==> config.mk <==
export PLATFORM = sky130hd
export DESIGN_NAME = instr_dcd
export DESIGN_NICKNAME = d
export VERILOG_FILES = /design/src/rtl/instr_dcd.sv
export SDC_FILE = /design/constraint.sdc
export NUM_CORES = 1
export LEC_CHECK = 0
export ABC_CLOCK_PERIOD_IN_PS = 2400
export BUFFER_PORTS_ARGS = -buffer_cell sky130_fd_sc_hd__buf_2
export CELL_PAD_IN_SITES_DETAIL_PLACEMENT = 0
export CELL_PAD_IN_SITES_GLOBAL_PLACEMENT = 1
export CORE_MARGIN = 1
export CORE_UTILIZATION = 37
export DETAILED_ROUTE_END_ITERATION = 8
export MAX_ROUTING_LAYER = met4
export PLACE_DENSITY = 0.81
export SETUP_SLACK_MARGIN = 0.2
export SLEW_MARGIN = 20
export SYNTH_ARGS = -nofsm -noshare
export SYNTH_HDL_FRONTEND = slang
export SYNTH_SLANG_ARGS = --single-unit
==> constraint.sdc <==
create_clock -name clk -period 2.4 [get_ports clk]
set_input_delay 0.12 -clock clk [delete_from_list [all_inputs] [get_ports clk]]
set_output_delay 0.12 -clock clk [all_outputs]
set_load 0.01 [all_outputs]
==> src/rtl/instr_dcd.sv <==
// instr_dcd: two-byte SPI frame decoder driving the PWM register file bus.
//
// A frame is a command byte {wr, hi_sel, addr[5:0]} followed by a data byte.
// Write frames produce a single-cycle write strobe after the data byte.
// Read frames strobe read for two cycles right after the command byte and
// capture data_read into data_out, which the bridge shifts out while the
// dummy data byte comes in.
//
// Ports
//   clk, rst        clock, synchronous active-high reset
//   byte_sync       one-cycle pulse: data_in holds a complete byte
//   data_in[7:0]    received byte
//   data_out[7:0]   last captured read data, shifted out next byte slot
//   read, write     register file strobes (registered, never both high)
//   addr, hi_sel    register address and byte-section select
//   data_write[7:0] register file write data
//   data_read[7:0]  register file read data, valid one cycle after read rises
module instr_dcd #(
  parameter int ADDR_W = 6
) (
  input  logic              clk,
  input  logic              rst,
  input  logic              byte_sync,
  input  logic [7:0]        data_in,
  output logic [7:0]        data_out,
  output logic              read,
  output logic              write,
  output logic [ADDR_W-1:0] addr,
  output logic              hi_sel,
  output logic [7:0]        data_write,
  input  logic [7:0]        data_read
);

  typedef enum logic [2:0] {
    IDLE       = 3'd0,
    RD_ISSUE   = 3'd1,
    RD_CAPTURE = 3'd2,
    WAIT_DATA  = 3'd3,
    WR_PULSE   = 3'd4
  } state_t;

  state_t state, state_nxt;
  logic   wr_flag;
  logic   pend, pend_nxt;
  logic   cmd_lat;
  logic   dat_lat;

  always_comb begin
    state_nxt = state;
    pend_nxt  = pend;
    cmd_lat   = 1'b0;
    dat_lat   = 1'b0;
    case (state)
      IDLE: begin
        if (byte_sync) begin
          cmd_lat   = 1'b1;
          state_nxt = data_in[7] ? WAIT_DATA : RD_ISSUE;
        end
      end
      RD_ISSUE: begin
        // Data byte arrived before the read finished: remember it so the
        // frame closes as soon as the capture is done.
        if (byte_sync) pend_nxt = 1'b1;
        state_nxt = RD_CAPTURE;
      end
      RD_CAPTURE: begin
        // The WAIT_DATA visit is skipped when the dummy byte is already in.
        if (pend || byte_sync) begin
          state_nxt = IDLE;
          pend_nxt  = 1'b0;
        end else begin
          state_nxt = WAIT_DATA;
        end
      end
      WAIT_DATA: begin
        if (byte_sync) begin
          dat_lat   = wr_flag;
          state_nxt = wr_flag ? WR_PULSE : IDLE;
        end
      end
      WR_PULSE: begin
        // A byte here is the next frame's command; the pulse cycle itself
        // is unaffected because addr/hi_sel only update at its end.
        state_nxt = IDLE;
        if (byte_sync) begin
          cmd_lat   = 1'b1;
          state_nxt = data_in[7] ? WAIT_DATA : RD_ISSUE;
        end
      end
      default: state_nxt = IDLE;
    endcase
  end

  always_ff @(posedge clk) begin
    if (rst) begin
      state      <= IDLE;
      pend       <= 1'b0;
      wr_flag    <= 1'b0;
      addr       <= '0;
      hi_sel     <= 1'b0;
      data_write <= 8'h00;
      data_out   <= 8'h00;
      read       <= 1'b0;
      write      <= 1'b0;
    end else begin
      state <= state_nxt;
      pend  <= pend_nxt;
      if (cmd_lat) begin
        addr    <= data_in[ADDR_W-1:0];
        hi_sel  <= data_in[6];
        wr_flag <= data_in[7];
      end
      if (dat_lat) data_write <= data_in;
      if (state == RD_CAPTURE) data_out <= data_read;
      // Strobes are registered from the next state so they line up with it.
      read  <= (state_nxt == RD_ISSUE) || (state_nxt == RD_CAPTURE);
      write <= (state_nxt == WR_PULSE);
    end
  end

endmodule
==> key figures <==
Status
  • Outcome: finished, final reports clean

Clock network
  • Number of clock buffers inserted by TritonCTS: 5
  • Hold buffers post-CTS: 0
  • CTS resizes: 0
  • Maximum clock path buffer count: 2
  • Cell at the root of the clock tree: sky130_fd_sc_hd__clkbuf_4
  • Max H-tree Level: 2
  • Clk Latency, worst-skew pair: 0.33 ns
  • Post-CTS setup buffer count: 0
  • Clock-pin slew reported for the worst setup and hold paths after clock tree synthesis: 0.09 ns
  • TritonCTS clock tree: done
  • Total clock sinks: 30

STA
  • Final cycle utilization of the critical path: 67.3%
  • Slew at the pin closest to its max-slew limit: 0.840 ns
  • Highest attainable clock frequency: 0.619 GHz
  • Number of endpoints failing setup at the final stage: 0
  • Setup skew after layout: 0.00867 ns
  • Minimum period implied by the final worst setup slack: 1.62 ns
  • Total count of max-transition violations in the final report: 0
  • Slew Limit Headroom: 43.8%
  • Final hold violation count: 0
  • Summed negative setup slack over all endpoints: 0 ns
  • RSZ-0062 raised after global routing: false

Synth
  • Post-synthesis cell type count: 21
  • Synthesis Warnings: 0
  • Gate count of the mapped netlist: 97
  • Number of storage elements in the synthesis netlist: 30
  • Mean Syn Cell Area: 11.1 um^2
  • Area fraction of the dominant cell type after synthesis: 55.6%
  • Synth area leaders: sky130_fd_sc_hd__dfxtp_1 (56%), sky130_fd_sc_hd__mux2i_1 (14%), sky130_fd_sc_hd__a22o_1 (6.5%)
  • Synthesized netlist net count: 116
  • Share of synthesized area occupied by flip-flops and latches: 55.6%
  • Post-synthesis instance area: 1080 um^2
  • Dominant cell type by area after synthesis: sky130_fd_sc_hd__dfxtp_1

Critical path
  • Type of the worst setup path: reg2reg
  • Critical Path End Type: register
  • Critical Path Source: state[0]
  • Reg-to-Reg End: data_out[0]
  • Cell depth of the worst flop-to-flop path: 3
  • Worst setup path endpoint: data_out[0]
  • Data arrival time at the worst-slack endpoint: 1.81 ns
  • Crit path required time: 2.60 ns
  • FF-to-FF Start: state[0]
  • Biggest fanout along the worst timing path: 9
  • Element type at the critical path start: register
  • Register-to-register path setup slack: 0.78 ns

Floorplanning
  • DIE AREA: 3140 um^2
  • Die Ht: 56.0 um
  • Total core area: 2760 um^2
  • Initial cell density of the core: 39.2%
  • Count of pins on the block boundary: 44
  • Die outline width: 56.0 um
  • Row Count: 19

Power
  • Power, Total: 1.10 mW
  • Power density normalized to cell area: 783 nW/um^2
  • LEAKAGE: 0.660 nW
  • Peak VDD IR: 0.639 mV

Layout
  • Diode insertion count for antenna repair: 0
  • Number of fill cells: 263
  • Area used by multi-input combinational logic: 447 um^2
  • Fraction of layout cells with a size suffix above 1: 39.6%
  • Non-Filler Cell Area, Final: 1410 um^2
  • FF+latch area: 601 um^2
  • Growth of design area from synthesis to finish: 30.4%
  • Nets: 163

Min path
  • Hold/Removal Path Class: in2reg

Detailed routing
  • DR iter-0 viols: 22
  • Remaining design rule violation count: 0
  • Routed Antenna Nets: 0
  • Wire length per cell: 13.4 um
  • Wirelength, routed: 2350 um
  • Drt pass-1 iters: 4
  • Drt via density: 4.93
  • Total number of vias: 863

Global routing
  • Global-route wire length before repair: 3930 um
  • Residual overflow from global routing: 0
  • Vias in the first global route: 852
  • Pin count of the biggest net entering global routing: 24
  • Total Routing Usage GR: 17.3%
  • Number of antenna violations at the first check in global routing: 0

Place
  • Dpl hpwl: 1640 um
  • Area after detailed placement: 1320 um^2
  • IO buf count: 43
  • Final RePlAce weighted congestion: 0.714

Run
  • Number of maximum-capacitance constraint violations: 0
==> cell usage after synthesis, drive strengths merged <==
| cell type | count |
|---|---|
| a21oi | 4 |
| a22o | 8 |
| a31oi | 2 |
| a41oi | 1 |
| and2b | 1 |
| buf | 3 |
| clkbuf | 2 |
| dfxtp | 30 |
| inv | 2 |
| mux2i | 15 |
| nand2 | 1 |
| nand2b | 2 |
| nand3 | 1 |
| nor2 | 16 |
| nor2b | 1 |
| nor3 | 1 |
| nor3b | 5 |
| nor4 | 1 |
| o21ai | 1 |
==> worst min path at each step <==
stage            startpoint            end  slack, ns  depth (start not counted)
6_report         data_in[2]  data_write[2]       0.03                          2
5_1_grt          data_in[1]  data_write[1]      0.004                          2
4_1_cts          data_in[2]  data_write[2]       0.02                          2
3_5_place_dp     data_in[4]  data_write[4]       0.36                          2
3_3_place_gp   data_read[3]    data_out[3]       0.35                          3
2_1_floorplan           rst           pend       0.20                          1
==> critical path, cell delays in order (launching register included) <==
cell and delay, ns:
sky130_fd_sc_hd__dfxtp_1 0.42, sky130_fd_sc_hd__nor3b_2 0.75, sky130_fd_sc_hd__mux2i_1 0.27, sky130_fd_sc_hd__nor2_1 0.05
==> area by class of cell <==
type / instances / area share (%)
Sequential cell: 30 / 42.7
Multi-Input combinational cell: 60 / 31.7
Timing Repair Buffer: 45 / 16.5
Clock buffer: 6 / 3.64
Tap cell: 31 / 2.76
Clock inverter: 1 / 2.13
Inverter: 2 / 0.533
==> report_power, final <==
group          switching (mW)  internal [mW]  total [mW]
Sequential             0.0201          0.526       0.546
Combinational          0.0770         0.0743       0.151
Clock                   0.163          0.242       0.405
Total                   0.260          0.843        1.10
==> sequential cells by signal, summed over array words and instances (netlist names) <==
register and cells:
data_out 8, data_write 8, addr 6, state 3
hi_sel 1, pend 1, read 1, wr_flag 1
write 1
==> cell usage in the layout, fill, tap and decap left out <==
master                          instances
sky130_fd_sc_hd__buf_4                  1
sky130_fd_sc_hd__nor2_1                16
sky130_fd_sc_hd__bufinv_16              1
sky130_fd_sc_hd__o21ai_0                1
sky130_fd_sc_hd__clkbuf_4               5
sky130_fd_sc_hd__buf_2                 43
sky130_fd_sc_hd__a22o_1                 8
sky130_fd_sc_hd__inv_1                  2
sky130_fd_sc_hd__dfxtp_1               30
sky130_fd_sc_hd__nor3b_2                2
sky130_fd_sc_hd__nand2_1                1
sky130_fd_sc_hd__nand3_2                1
sky130_fd_sc_hd__clkbuf_8               1
sky130_fd_sc_hd__nor4_1                 1
sky130_fd_sc_hd__a31oi_1                2
sky130_fd_sc_hd__dlygate4sd3_1          1
sky130_fd_sc_hd__nor3_1                 1
sky130_fd_sc_hd__a41oi_2                1
sky130_fd_sc_hd__nand2b_1               2
sky130_fd_sc_hd__nor3b_4                1
sky130_fd_sc_hd__a21oi_1                4
sky130_fd_sc_hd__nor2b_1                1
sky130_fd_sc_hd__mux2i_1               15
sky130_fd_sc_hd__nor3b_1                2
sky130_fd_sc_hd__and2b_4                1
==> logic make-up after synthesis <==
| group | Yosys count | synth area share, % |
|---|---|---|
| AND/OR/NAND/NOR | 29 | 15.5 |
| AO/OA/AOI/OAI | 16 | 11.5 |
| multiplexers | 15 | 13.9 |
| buffers and inverters | 7 | 3.48 |
| flip-flops | 30 | 55.6 |
==> per-stage QoR <==
step	setup WS, ns	cells	hold slack [ns]	utilization (%)
2_1_floorplan	1.23	97	0.199	-
3_3_place_gp	0.854	167	0.355	47.7
3_5_place_dp	0.773	167	0.360	47.7
4_1_cts	0.763	174	0.0159	50.7
5_1_grt	0.635	175	0.00363	51.0
6_report	0.785	175	0.0288	51.0
==> layer usage <==
metal  vias up  routed length [um]  track usage, %
li1        433                   -               -
met1       406                1010            19.2
met2        20                1160            27.2
met3         4                 114            6.98
met4         0                  51            8.36
met5         -                   0               -
Power figures use the tool's default switching activity.
